$ cat src/rtl/ps2_move_decoder.sv
// ps2_move_decoder: PS/2 frame receiver with arrow-key tracking that drives moveX/moveY codes
module ps2_move_decoder #(
    parameter int FILTER_LEN = 4,
    parameter int TIMEOUT_CYCLES = 50000
) (
    input  logic       clk,
    input  logic       reset_n,
    input  logic       ps2Clk,
    input  logic       ps2Data,
    output logic [1:0] moveX,
    output logic [1:0] moveY,
    output logic [7:0] scanCode,
    output logic       codeValid,
    output logic       frameError
);
    localparam int FW = $clog2(FILTER_LEN + 1);
    localparam int TW = $clog2(TIMEOUT_CYCLES + 1);
    localparam logic [FW-1:0] f_last = FW'(FILTER_LEN - 1);
    localparam logic [TW-1:0] t_max = TW'(TIMEOUT_CYCLES);
    typedef enum logic [1:0] {IDLE, EXT, BRK, EXTBRK} state_t;
    logic [1:0]    clk_s, dat_s;
    logic          filt;
    logic [FW-1:0] fcnt;
    logic [3:0]    bit_cnt;
    logic [9:0]    frame;
    logic [TW-1:0] tcnt;
    logic          strobe, timeout, last_bit, good;
    state_t        state, state_n;
    logic [3:0]    held, held_n, mask;
    function automatic logic [1:0] resolve(input logic a, input logic b);
        return (a & ~b) ? 2'd0 : (b & ~a) ? 2'd1 : 2'd2;
    endfunction
    assign strobe   = filt & ~clk_s[1] & (fcnt == f_last);
    assign timeout  = (bit_cnt != 4'd0) & (tcnt == t_max) & ~strobe;
    assign last_bit = strobe & (bit_cnt == 4'd10);
    // frame[0] is the start bit, frame[9] the parity bit; the stop bit is the live sample
    assign good     = ~frame[0] & dat_s[1] & (^frame[9:1]);
    always_ff @(posedge clk or negedge reset_n) begin
        if (!reset_n) begin
            clk_s <= 2'b11;
            dat_s <= 2'b11;
            filt  <= 1'b1;
            fcnt  <= '0;
        end else begin
            clk_s <= {clk_s[0], ps2Clk};
            dat_s <= {dat_s[0], ps2Data};
            if (clk_s[1] == filt) fcnt <= '0;
            else if (fcnt == f_last) begin
                fcnt <= '0;
                filt <= ~filt;
            end else fcnt <= fcnt + 1'b1;
        end
    end
    always_ff @(posedge clk or negedge reset_n) begin
        if (!reset_n) begin
            bit_cnt    <= 4'd0;
            frame      <= '0;
            tcnt       <= '0;
            scanCode   <= 8'h00;
            codeValid  <= 1'b0;
            frameError <= 1'b0;
        end else begin
            codeValid  <= last_bit & good;
            frameError <= (last_bit & ~good) | timeout;
            if (last_bit & good) scanCode <= frame[8:1];
            if (timeout | last_bit) bit_cnt <= 4'd0;
            else if (strobe) begin
                frame[bit_cnt] <= dat_s[1];
                bit_cnt        <= bit_cnt + 1'b1;
            end
            tcnt <= (strobe | (bit_cnt == 4'd0)) ? '0 : (tcnt == t_max) ? tcnt : tcnt + 1'b1;
        end
    end
    assign mask = (scanCode == 8'h75) ? 4'b0001 :
                  (scanCode == 8'h72) ? 4'b0010 :
                  (scanCode == 8'h6B) ? 4'b0100 :
                  (scanCode == 8'h74) ? 4'b1000 : 4'b0000;
    always_comb begin
        state_n = state;
        held_n  = held;
        if (frameError) state_n = IDLE;
        else if (codeValid) begin
            case (state)
                IDLE: begin
                    state_n = (scanCode == 8'hE0) ? EXT : (scanCode == 8'hF0) ? BRK : IDLE;
                    held_n  = (scanCode == 8'hAA) ? 4'b0000 : held;
                end
                EXT: begin
                    state_n = (scanCode == 8'hE0) ? EXT : (scanCode == 8'hF0) ? EXTBRK : IDLE;
                    held_n  = held | mask;
                end
                BRK: state_n = IDLE;
                default: begin
                    state_n = IDLE;
                    held_n  = held & ~mask;
                end
            endcase
        end
    end
    // outputs resolve from next-state flags so they land one cycle after codeValid
    always_ff @(posedge clk or negedge reset_n) begin
        if (!reset_n) begin
            state <= IDLE;
            held  <= 4'b0000;
            moveX <= 2'd2;
            moveY <= 2'd2;
        end else begin
            state <= state_n;
            held  <= held_n;
            moveY <= resolve(held_n[0], held_n[1]);
            moveX <= resolve(held_n[2], held_n[3]);
        end
    end
endmodule
$ cat config.mk
export PLATFORM = sky130hd
export DESIGN_NAME = ps2_move_decoder
export DESIGN_NICKNAME = d
export VERILOG_FILES = /design/src/rtl/ps2_move_decoder.sv
export SDC_FILE = /design/constraint.sdc
export NUM_CORES = 1
export LEC_CHECK = 0
export CAP_MARGIN = 40
export CORE_UTILIZATION = 55
export CTS_CLUSTER_DIAMETER = 50
export DETAILED_ROUTE_END_ITERATION = 6
export PLACE_DENSITY = 0.76
export SETUP_SLACK_MARGIN = 0.05
export SLEW_MARGIN = 20
export SYNTH_ARGS = -nofsm -noshare
export SYNTH_HDL_FRONTEND = slang
export SYNTH_SLANG_ARGS = --single-unit
$ cat constraint.sdc
create_clock -name clk -period 6.1 [get_ports clk]
set_clock_uncertainty 0.15 [all_clocks]
set_input_delay 1.22 -clock clk [delete_from_list [all_inputs] [get_ports clk]]
set_output_delay 1.22 -clock clk [all_outputs]
set_load 0.01 [all_outputs]
=== Word level (Yosys, flattened, before mapping) ===
Cells that the tools add are included.

* Bitwise logic cells: 30
* $lt $le $gt $ge: 2
* Add/sub/neg operators: 3
* Equality and inequality tests: 14
* Multiplexer cells: 28
* Reduce and logical (&&, ||, !) cells: 9

{| class="wikitable"
|+ Operators by type and width
! kind !! count
|-
| 4-bit 2-to-1 mux || 9
|-
| 8-bit by 7-bit == test with 1-bit output, second input constant || 4
|-
| 16-bit 2-to-1 mux || 2
|-
| 8-bit == test, second input constant || 3
|-
| 2-bit 2-to-1 mux || 10
|-
| 16-bit by 1-bit adder with 16-bit output, second input constant || 1
|-
| 16-bit == test, second input constant || 1
|-
| 1-bit bitwise AND || 13
|-
| 4-bit one-hot mux with 3 select lines || 1
|-
| 1-bit NOT || 11
|-
| 10-bit bitwise mux || 1
|-
| 9-bit XOR reduction || 1
|-
| 3-bit 2-to-1 mux || 2
|-
| 4-bit by 5-bit < comparator with 1-bit output, second input constant || 1
|-
| 4-bit by 1-bit adder with 4-bit output, second input constant || 1
|-
| 4-bit bitwise AND || 1
|-
| 1-bit demux with 4-bit select || 1
|-
| 4-bit == test, second input constant || 1
|-
| 4-bit by 1-bit greater-or-equal comparator with 1-bit output, second input constant || 1
|-
| 4-bit zero test || 1
|-
| 4-bit NOT || 1
|-
| 4-bit OR || 1
|-
| 2-bit one-hot mux with 2 select lines || 1
|-
| 2-bit AND reduction || 2
|-
| 12 further kinds || 15
|}

* Input bits: 4
* Word-level logic and storage cells: 100
* Output and inout bits: 14
* Register bits: 58

=== Depth between registers and ports, before layout ===
Gate-level depths: netlist of run 1.

* Depth in word-level cells: 14
* Gate-level depth with buffers: 7
* Depth with buffers taken out: 6

=== Worst setup path after synthesis of run 1 ===
No wires, ideal clock.

* Path type: register to register
* From: register scanCode[0]
* To: register moveY[1]
* Data required time: 5.867 ns
* Setup slack: 4.032 ns
* Setup time: 0.083 ns
* Cell stages (with the launch flop): 6
* Buffers on the path: 0
* Arrival time: 1.835 ns
* Clock period less this slack: 2.068 ns
* Cells stage by stage: dfrtp_1 or4b_1 nor4_1 o21ai_0 a21bo_2 ha_1

* Elaborated cells on any way between the ends: 20
* Classes of those cells: eq/ne: 4; mux: 9; bitwise: 7

{| class="wikitable"
|+ RTL lines
! item !! RTL line !! text
|-
| start: declaration || 12 || <nowiki>output logic [7:0] scanCode,</nowiki>
|-
| start signal: assignment || 65 || <nowiki>if (last_bit & good) scanCode <= frame[8:1];</nowiki>
|-
| 8-bit by 7-bit == test with 1-bit output || 76 || <nowiki>(scanCode == 8'h6B) ? 4'b0100 :</nowiki>
|-
| 4-bit 2-to-1 mux || 76 ||
|-
| 4-bit 2-to-1 mux || 75 || <nowiki>(scanCode == 8'h72) ? 4'b0010 :</nowiki>
|-
| 4-bit 2-to-1 mux || 74 || <nowiki>assign mask = (scanCode == 8'h75) ? 4'b0001 :</nowiki>
|-
| 4-bit NOT || 95 || <nowiki>held_n = held & ~mask;</nowiki>
|-
| 4-bit bitwise AND || 95 ||
|-
| 4-bit one-hot mux with 3 select lines * || 83 || <nowiki>case (state)</nowiki>
|-
| 4-bit 2-to-1 mux * || 82 || <nowiki>else if (codeValid) begin</nowiki>
|-
| 4-bit 2-to-1 mux * || 81 || <nowiki>if (frameError) state_n = IDLE;</nowiki>
|-
| via held_n[1] || 29 || <nowiki>logic [3:0] held, held_n, mask;</nowiki>
|-
| 1-bit bitwise AND / 1-bit NOT (equally long branches) || 31 || <nowiki>return (a & ~b) ? 2'd0 : (b & ~a) ? 2'd1 : 2'd2;</nowiki>
|-
| 2-bit 2-to-1 mux / 1-bit bitwise AND (equally long branches) || 31 ||
|-
| 2-bit 2-to-1 mux * || 31 ||
|-
| end signal: assignment || 110 || <nowiki>moveY <= resolve(held_n[0], held_n[1]);</nowiki>
|-
| end: declaration || 11 || <nowiki>output logic [1:0] moveY,</nowiki>
|}

Mark *: on every way through the listed nets, which the timed path passes. The rest lies on a longest branch.
A chain may end at the register's enable or synchronous reset.

=== Worst setup path in the final report of run 1 ===
* From: register scanCode[4]
* To: output port scanCode[4]

No word-level cell between the ends.

==> run_results.csv, run 1 <==
group,metric,value,unit
layout,drive_gt1_share,18.7,%
route,routed_wl,4.98,mm
power_and_ir_drop,vdd_drop_max,276,µV
power_and_ir_drop,comb_power_share,13.2,%
placed_design,dpl_cell_area,0.00308,mm²
clock_network,cts_root_buf,"clkbuf_8",
worst_setup_path,crit_chain,"clkdlybuf4s50_1",
power_and_ir_drop,power_frac_seq,46.2,%
layout,syn_to_final_growth,16.3,%
floorplanning,ios,18,
route,wl_per_cell,14.4,µm
floorplanning,initial_core_util,58.5,%
worst_setup_path,startpoint_type,"flop",
power_and_ir_drop,cellInternalPower,0.702,mW
grt,grt_pass1_vias,1986,
floorplanning,rows,25,
timing,hold_viol_final,0,
clock_network,clock_sinks,58,
clock_network,ctsResizeCount,0,
run,cap_violations,0,
timing,drv_slew,0,
clock_network,clkTransAtPathRegs,0.06,ns
route,vias,1947,
timing,rsz0062_at_grt,"false",
worst_setup_path,crit_fanout,8,
placed_design,dp_cells,329,
layout,final_area,0.00330,mm²
grt,grt_max_degree,59,
synth,synth_ff_type,"dfrtp_1",
synth,yosys_warnings,0,
synth,syn-num-nets,261,
layout,final_common_cell,"dfrtp_1",
worst_setup_path,worstPathArrival,1.40,ns
placed_design,post-dp-hpwl,3.37,mm
power_and_ir_drop,swShare,25.5,%
power_and_ir_drop,switchingPower,0.241,mW
worst_setup_path,reg2regPathDepth,6,
worst_setup_path,critPathBufInv,1,
layout,stdcell_count,345,
worst_setup_path,crit_type,"reg2out",
worst_setup_path,crit_path_max_incr_delay,0.59,ns
placed_design,portBuffers,17,
grt,antenna_found_initial,0,
layout,final_nets,287,
timing,layout_worst_path_cycle_share,45.4,%
grt,grt_first_pass_wirelength,8.83,mm
layout,final_core_util,68.0,%
worst_setup_path,cp-end-kind,"primary output",
worst_setup_path,cp.depth,1,
clock_network,cts_buffers,9,
clock_network,postCtsSetupBuffers,0,
timing,fmax,0.361,GHz
worst_hold_path,whs_path_depth,0,
floorplanning,core,0.00485,mm²
clock_network,clockBufferDepth,2,
grt,overflow,0,
timing,tightest_slew,0.722,ns
synth,synth_edf_count,0,
power_and_ir_drop,power_density,286,mW/mm²
timing,relSlewSlack,51.9,%
clock_network,cts_tree,"yes",
timing,setup_tns,0,ns
clock_network,holdBufCountCts,0,
timing,min_period,2.77,ns
floorplanning,fp.dieH,73.8,µm
worst_setup_path,crit_family,"buffers and inverters",
synth,synth.distinct_cells,46,
route,drc,0,
clock_network,clock_latency,0.34,ns
worst_setup_path,required,4.73,ns
layout,num_antenna_cells,0,
power_and_ir_drop,clkPwrFrac,40.7,%
route,postRouteAntennaNets,0,
placed_design,gp_congestion,0.837,
synth,syn_area_per_cell,11.5,µm²
worst_hold_path,hold_class,"reg2reg",
floorplanning,die_area,0.00544,mm²
synth,synthArstFlopShare,100,%
grt,track_usage,22.3,%
synth,ys_ff_latch,58,
clock_network,cts_max_level,3,
floorplanning,die_x,73.8,µm
synth,synth_area,0.00283,mm²
route,firstDrtPassIters,4,
worst_setup_path,slowest_stage,"clkdlybuf4s50_1",
synth,ys_seq_area_share,51.5,%
outcome,outcome,"finished, final reports clean",
layout,mostFrequentLayoutCells,"51 x dfrtp_1, 18 x nand2_1, 18 x mux2_2",
route,drt_iter0_markers,75,
synth,synthCells,247,
route,vias_per_cell,5.64,
timing,setup_violations,0,
power_and_ir_drop,p_leak,1.43,nW
==> worst paths after layout <==
check | slack (ns) | startpoint | endpoint
hold reg to reg | 0.20 | clk_s[0]$_DFF_PN1_ | clk_s[1]$_DFF_PN1_
setup / recovery | 3.33 | scanCode[4]$_DFFE_PN0P_ | scanCode[4]
hold / removal | 0.20 | clk_s[0]$_DFF_PN1_ | clk_s[1]$_DFF_PN1_
max in group asynchronous | 4.44 | reset_n | scanCode[4]$_DFFE_PN0P_
min in group asynchronous | 0.85 | reset_n | frame[6]$_DFFE_PN0P_
setup reg to reg | 3.79 | bit_cnt[0]$_DFFE_PN0P_ | scanCode[4]$_DFFE_PN0P_
==> cell families after synthesis <==
family	synth area share (%)
compound gates	5.96
buf+inv	1.59
mux	8.65
flops	51.5
simple gates	21.6
xor+xnor	6.27
fa+ha+maj	4.42
==> cell usage after synthesis, types with 3 or more instances <==
master,count,area share [%]
nand4_1,11,2.4
xnor2_1,6,1.9
xor2_1,9,2.8
nor2b_1,6,1.3
dfrtp_1,51,45
nor4_1,3,0.66
mux2_2,18,7.2
inv_1,9,1.2
nand2b_1,6,1.3
nor2_1,13,1.7
o21ai_0,8,1.4
nand2_1,18,2.4
nand3b_1,4,1.1
dfstp_2,7,6.5
nand3_1,6,1.1
nor3_1,7,1.2
nor3b_1,3,0.79
nor4b_1,3,0.93
ha_1,10,4.4
a21oi_1,8,1.4
nor4bb_1,3,1.1
clkbuf_1,3,0.40
or3_1,4,0.88
==> power by group through the flow <==
stage,Combinational (mW),Sequential [mW],Clock [mW]
final,0.124,0.435,0.383
after global routing,0.145,0.438,0.410
after CTS,0.127,0.435,0.396
after detailed placement,0.126,0.442,0
after global placement,0.123,0.441,0
after floorplan,0.0970,0.436,0
==> routing by layer <==
metal	wire length, µm	vias to the layer above	share of wire (%)	global-route usage [%]
li1	-	946	-	-
met1	2260	949	45	25.5
met2	2410	39	48	36.4
met3	184	13	3.7	9.60
met4	119	0	2.4	9.40
met5	0	-	0	0
==> per-stage QoR <==
stage                     worst slack, ns  total power [mW]  hold slack [ns]
after floorplan                      4.03             0.533            0.195
after global placement               3.71             0.564            0.196
after detailed placement             3.68             0.568            0.200
after CTS                            3.31             0.958            0.203
after global routing                 3.25             0.993            0.203
final                                3.33             0.943            0.203
==> layout make-up <==
class                           count  area [µm²]
Clock buffer                       10         138
Clock inverter                      6        80.1
Fill cell                         388        1550
Inverter                            9        33.8
Multi-Input combinational cell    177        1330
Sequential cell                    58        1460
Tap cell                           67        83.8
Timing Repair Buffer               18         173
==> flip-flops by register name, indices dropped and copies added, names as in the netlist, 2 cells and up <==
signal    flops
state         2
moveY         2
clk_s         2
bit_cnt       4
dat_s         2
held          4
scanCode      8
frame        10
moveX         2
tcnt         16
fcnt          3
Note: power is estimated with default switching activity, not from simulation.
==> inputs of run 2 (changes only) <==
==> constraint.sdc (replaced) <==
create_clock -name clk -period 2.91 [get_ports clk]
set_clock_uncertainty 0.15 [all_clocks]
set_input_delay 0.582 -clock clk [delete_from_list [all_inputs] [get_ports clk]]
set_output_delay 0.582 -clock clk [all_outputs]
set_load 0.01 [all_outputs]
==> run 2 against run 1 <==
Routed wire length is 4.1% lower. Clock power increased by 67%. Global-route usage down 1.3 points. Total power up 94%. Worst hold slack got worse by 0.095 ns. Clock-buffer cell count rose by 3. Register-to-register slack got worse by 3.1 ns. Flip-flop and latch count unchanged. First-iteration DRC count rose by 1.3%. Non-clock buffer count increased by 1. Combinational power is 120% higher. Sequential share of layout area is 0.32 points higher.
==> run_results.csv, run 2 (synthesis gave the netlist of run 1 again) <==
group,metric,value,unit
outcome,outcome,"finished, final reports clean",
timing,hold_viol_final,0,
power_and_ir_drop,p_total,1.83,mW
route,m1WireLength,2.32,mm
worst_hold_path,hold_class,"in2async",
clock_network,clock_latency,0.33,ns
route,routed_wl,4.77,mm
worst_setup_path,required,2.97,ns
timing,setup_tns,0,ns
floorplanning,ios,18,
power_and_ir_drop,swShare,26.8,%
route,vias_per_cell,5.64,
timing,fin_hold_ws,0.108,ns
route,drc,0,
layout,fill_cells,370,
layout,largest_reg_flops,16,
route,top_layer,"met4",
grt,antenna_found_initial,0,
worst_setup_path,crit_fanout,9,
timing,relSlewSlack,59.5,%
grt,grt_pass1_vias,1831,
power_and_ir_drop,p_leak,1.41,nW
power_and_ir_drop,switchingPower,0.489,mW
floorplanning,die_area,0.00544,mm²
route,firstDrtPassIters,5,
timing,drv_slew,0,
layout,final_common_cell,"dfrtp_1",
clock_network,holdBufCountCts,0,
placed_design,gp_congestion,0.825,
power_and_ir_drop,clkPwrFrac,35.0,%
power_and_ir_drop,power_frac_seq,49.9,%
layout,drive_gt1_share,18.3,%
worst_setup_path,cp-end-kind,"flop",
clock_network,clkTransAtPathRegs,0.07,ns
run,cap_violations,0,
layout,num_antenna_cells,0,
layout,final_core_util,67.5,%
route,route.met2.wl,2.25,mm
grt,grt_max_degree,33,
timing,fmax,0.450,GHz
clock_network,ctsResizeCount,0,
layout,multi_input_area,0.00133,mm²
power_and_ir_drop,power_density,558,mW/mm²
clock_network,cts_max_level,3,
floorplanning,rows,25,
floorplanning,core,0.00485,mm²
worst_setup_path,crit_type,"reg2reg",
layout,final_nets,288,
power_and_ir_drop,comb_power_share,15.1,%
route,drt_iter0_markers,76,
route,met3_length,141,µm
placed_design,post-dp-hpwl,3.41,mm
route,postRouteAntennaNets,0,
floorplanning,die_x,73.8,µm
clock_network,cts_root_buf,"clkbuf_8",
layout,mostFrequentLayoutCells,"51 x dfrtp_1, 18 x nand2_1, 18 x mux2_2",
worst_setup_path,startpoint_type,"flop",
timing,tightest_slew,0.608,ns
layout,reg_top3,"tcnt x16, frame x10, scanCode x8",
grt,track_usage,20.9,%
clock_network,clock_sinks,58,
timing,layout_worst_path_cycle_share,76.3,%
power_and_ir_drop,cellInternalPower,1.34,mW
timing,rsz0062_at_grt,"false",
route,wl_per_cell,13.8,µm
clock_network,cts_buffers,9,
power_and_ir_drop,vdd_drop_max,408,µV
grt,overflow,0,
placed_design,portBuffers,17,
layout,syn_to_final_growth,15.5,%
timing,min_period,2.22,ns
floorplanning,fp.dieH,73.8,µm
grt,grt_first_pass_wirelength,8.48,mm
layout,top_register,"tcnt",
clock_network,postCtsSetupBuffers,0,
clock_network,cts_tree,"yes",
timing,setup_violations,0,
worst_setup_path,worstPathArrival,2.28,ns
layout,final-seq-area,0.00146,mm²
floorplanning,initial_core_util,58.5,%
route,vias,1952,
clock_network,clockBufferDepth,2,
-- run 2: cell count changes in the layout (fill, tap and decap cells not counted), sizes merged --
cell | previous run | this run
clkbuf | 10 | 13
bufinv | 2 | 0
buf | 2 | 3
clkinv | 4 | 3
-- run 2: final timing paths --
kind                       slack, ns              startpoint  cells past startpoint                 endpoint
setup / recovery                0.69  bit_cnt[0]$_DFFE_PN0P_                      6  scanCode[0]$_DFFE_PN0P_
hold / removal                  0.11                 reset_n                      1  scanCode[4]$_DFFE_PN0P_
setup reg to reg                0.69  bit_cnt[0]$_DFFE_PN0P_                      6  scanCode[0]$_DFFE_PN0P_
hold reg to reg                 0.21      dat_s[0]$_DFF_PN1_                      0       dat_s[1]$_DFF_PN1_
max in group asynchronous       1.85                 reset_n                      2       moveX[1]$_DFF_PN1_
min in group clk                0.21      dat_s[0]$_DFF_PN1_                      0       dat_s[1]$_DFF_PN1_
-- run 2: per-layer routing --
metal  up-vias  GRT usage, %
met5         -             0
met4         0          8.97
met3         7          5.35
met2        33          31.5
met1       968          28.7
li1        944             -
-- run 2: cell type report --
type | instances | area share, %
Sequential cell | 58 | 44.6
Multi-Input combinational cell | 177 | 40.6
Clock inverter | 3 | 0.459
Clock buffer | 13 | 4.85
Inverter | 9 | 1.03
Tap cell | 67 | 2.56
Timing Repair Buffer | 19 | 5.89
-- run 2: worst max-delay path, cell delays in order, from the launching register on --
cell      delay (ns)
dfrtp_1         0.41
inv_1           0.13
ha_1            0.23
nand3b_1        0.25
nor4b_2         0.42
mux2i_4         0.20
mux2_2          0.31
-- run 2: power groups by stage --
stage               Clock [mW]  Combinational [mW]  Sequential, mW
detailed placement           0               0.280           0.925
floorplan                    0               0.203           0.914
global route             0.687               0.319           0.920
CTS                      0.655               0.282           0.911
global placement             0               0.274           0.921
finish                   0.640               0.275           0.911
-- run 2: per-stage QoR --
stage	setup WS, ns	std cells	cell area [µm²]
finish	0.689	346	3270
global route	0.497	346	3270
CTS	0.684	346	3270
detailed placement	0.702	330	3100
global placement	0.756	330	3100
floorplan	0.842	247	2830
==> inputs of run 3 (changes only) <==
==> constraint.sdc (replaced) <==
create_clock -name clk -period 2.2 [get_ports clk]
set_clock_uncertainty 0.15 [all_clocks]
set_input_delay 0.44 -clock clk [delete_from_list [all_inputs] [get_ports clk]]
set_output_delay 0.44 -clock clk [all_outputs]
set_load 0.01 [all_outputs]
==> run 3 against run 2 <==
Via count is 4.8% higher. Global-route usage increased by 1.0 points. Clock power is 39% higher. Routed wire length is 11% higher. Cell count grew 4.0%. Worst hold slack improved by 0.097 ns. Combinational power grew 42%. Sequential share of layout area shrank 2.3 points. Clock-buffer cell count up 1. Register-to-register slack worse by 0.57 ns. Maximum frequency increased by 6.9%. Sequential power up 33%.
==> run_results.csv, run 3 (synthesis gave the netlist of run 1 again) <==
group,metric,value,unit
worst_setup_path,crit_family,"buffers and inverters",
route,top_layer,"met4",
grt,grt_max_degree,59,
placed_design,gp_congestion,0.788,
route,drc,0,
worst_hold_path,hold_class,"reg2reg",
layout,num_antenna_cells,0,
grt,grt_first_pass_wirelength,8.82,mm
route,met3_length,216,µm
route,firstDrtPassIters,4,
layout,syn_to_final_growth,21.8,%
floorplanning,ios,18,
worst_hold_path,whs_path_depth,0,
worst_setup_path,required,2.26,ns
route,postRouteAntennaNets,0,
floorplanning,core,0.00485,mm²
layout,drive_gt1_share,23.9,%
route,vias,2045,
clock_network,clock_sinks,58,
worst_hold_path,min_to,"clk_s[1]$_DFF_PN1_",
grt,antenna_found_initial,0,
worst_setup_path,crit_path_max_incr_delay,0.42,ns
grt,grt_pass1_vias,1916,
worst_setup_path,crit_fanout,9,
route,m1WireLength,2.50,mm
power_and_ir_drop,vdd_drop_max,629,µV
timing,rsz0062_at_grt,"false",
clock_network,cts_buffers,9,
floorplanning,initial_core_util,58.5,%
layout,final_nets,302,
layout,largest_reg_flops,16,
timing,tightest_slew,0.384,ns
grt,overflow,0,
clock_network,clockBufferDepth,2,
placed_design,portBuffers,17,
worst_setup_path,r2r_start,"bit_cnt[0]$_DFFE_PN0P_",
timing,fmax,0.481,GHz
clock_network,cts_root_buf,"clkbuf_8",
clock_network,cts_max_level,3,
layout,stdcell_count,360,
layout,mostFrequentLayoutCells,"51 x dfrtp_1, 18 x nand2_1, 18 x mux2_2",
worst_setup_path,cp-end-kind,"flop",
route,routed_wl,5.28,mm
route,route.met2.wl,2.48,mm
floorplanning,die_x,73.8,µm
worst_hold_path,worstHoldStart,"clk_s[0]$_DFF_PN1_",
layout,top_register,"tcnt",
timing,layout_worst_path_cycle_share,94.4,%
power_and_ir_drop,p_leak,1.50,nW
timing,relSlewSlack,74.1,%
floorplanning,fp.dieH,73.8,µm
worst_setup_path,worstPathArrival,2.14,ns
worst_setup_path,reg2regPathDepth,8,
route,wl_per_cell,14.7,µm
worst_setup_path,crit_type,"reg2reg",
worst_setup_path,r2r_end,"scanCode[2]$_DFFE_PN0P_",
floorplanning,die_area,0.00544,mm²
outcome,outcome,"finished, final reports clean",
clock_network,clock_latency,0.32,ns
worst_setup_path,critPathBufInv,3,
layout,final_core_util,71.2,%
route,vias_per_cell,5.68,
worst_setup_path,slowest_stage,"dfrtp_1",
timing,min_period,2.08,ns
timing,setup_tns,0,ns
floorplanning,rows,25,
worst_setup_path,startpoint_type,"flop",
run,cap_violations,0,
timing,setup_violations,0,
layout,final_common_cell,"dfrtp_1",
grt,track_usage,22.0,%
placed_design,dp_cells,339,
route,drt_iter0_markers,123,
layout,reg_top3,"tcnt x16, frame x10, scanCode x8",
worst_setup_path,reg2reg_slack,0.12,ns
clock_network,cts_tree,"yes",
timing,drv_slew,0,
placed_design,post-dp-hpwl,3.54,mm
worst_setup_path,crit_chain,"inv_2 > ha_2 > nand3b_1 > buf_4 > nor4_4 > mux2i_4 > buf_12 > mux2_2",
clock_network,clkTransAtPathRegs,0.06,ns
timing,hold_viol_final,0,
power_and_ir_drop,power_density,721,mW/mm²
-- run 3: worst max path at each step --
stage,from,end,slack [ns],depth (start not counted)
after floorplan,scanCode[0]$_DFFE_PN0P_,moveY[1]$_DFF_PN1_,0.13,5
after global placement,scanCode[0]$_DFFE_PN0P_,moveY[1]$_DFF_PN1_,0.1,5
after detailed placement,frame[3]$_DFFE_PN0P_,scanCode[2]$_DFFE_PN0P_,0.04,4
after CTS,bit_cnt[0]$_DFFE_PN0P_,scanCode[2]$_DFFE_PN0P_,0.05,7
after global routing,bit_cnt[0]$_DFFE_PN0P_,scanCode[2]$_DFFE_PN0P_,0.04,8
final,bit_cnt[0]$_DFFE_PN0P_,scanCode[2]$_DFFE_PN0P_,0.12,8
-- run 3: repair_timing --
action	in CTS	in global routing
gates resized for setup	3	6
hold buffers	1	0
setup endpoints to repair	8	12
buffers inserted	3	1
endpoints found under the hold margin	51	0
pin swaps	2	2
-- run 3: final cells by class --
| class | count | area, µm² |
|---|---|---|
| clock buffers | 14 | 173 |
| multi-input cells | 177 | 1380 |
| fillers | 365 | 1400 |
| inverters | 9 | 33.8 |
| well taps | 67 | 83.8 |
| repair buffers | 33 | 313 |
| flip-flops and latches | 58 | 1460 |
| clock inverters | 2 | 10.0 |
-- run 3: layer usage --
| layer | up-vias | track usage (%) |
|---|---|---|
| met5 | - | 0 |
| met4 | 0 | 8.76 |
| met3 | 11 | 7.68 |
| met2 | 50 | 34.3 |
| met1 | 1006 | 28.0 |
| li1 | 978 | - |
-- run 3: where the power goes --
part	internal [mW]	leakage (nW)	switching, mW	total, mW
logic	0.169	0.623	0.221	0.390
registers	1.15	0.781	0.0626	1.21
clock network	0.498	0.0965	0.391	0.890
-- run 3: metrics by stage --
step	power [mW]	hold WS, ns	area, µm²	setup WS, ns
floorplan	1.48	-0.00559	2830	0.132
global placement	1.59	0.196	3170	0.0976
detailed placement	1.60	0.197	3170	0.0381
CTS	2.52	0.207	3410	0.0512
global route	2.64	0.207	3450	0.0386
finish	2.49	0.205	3450	0.123
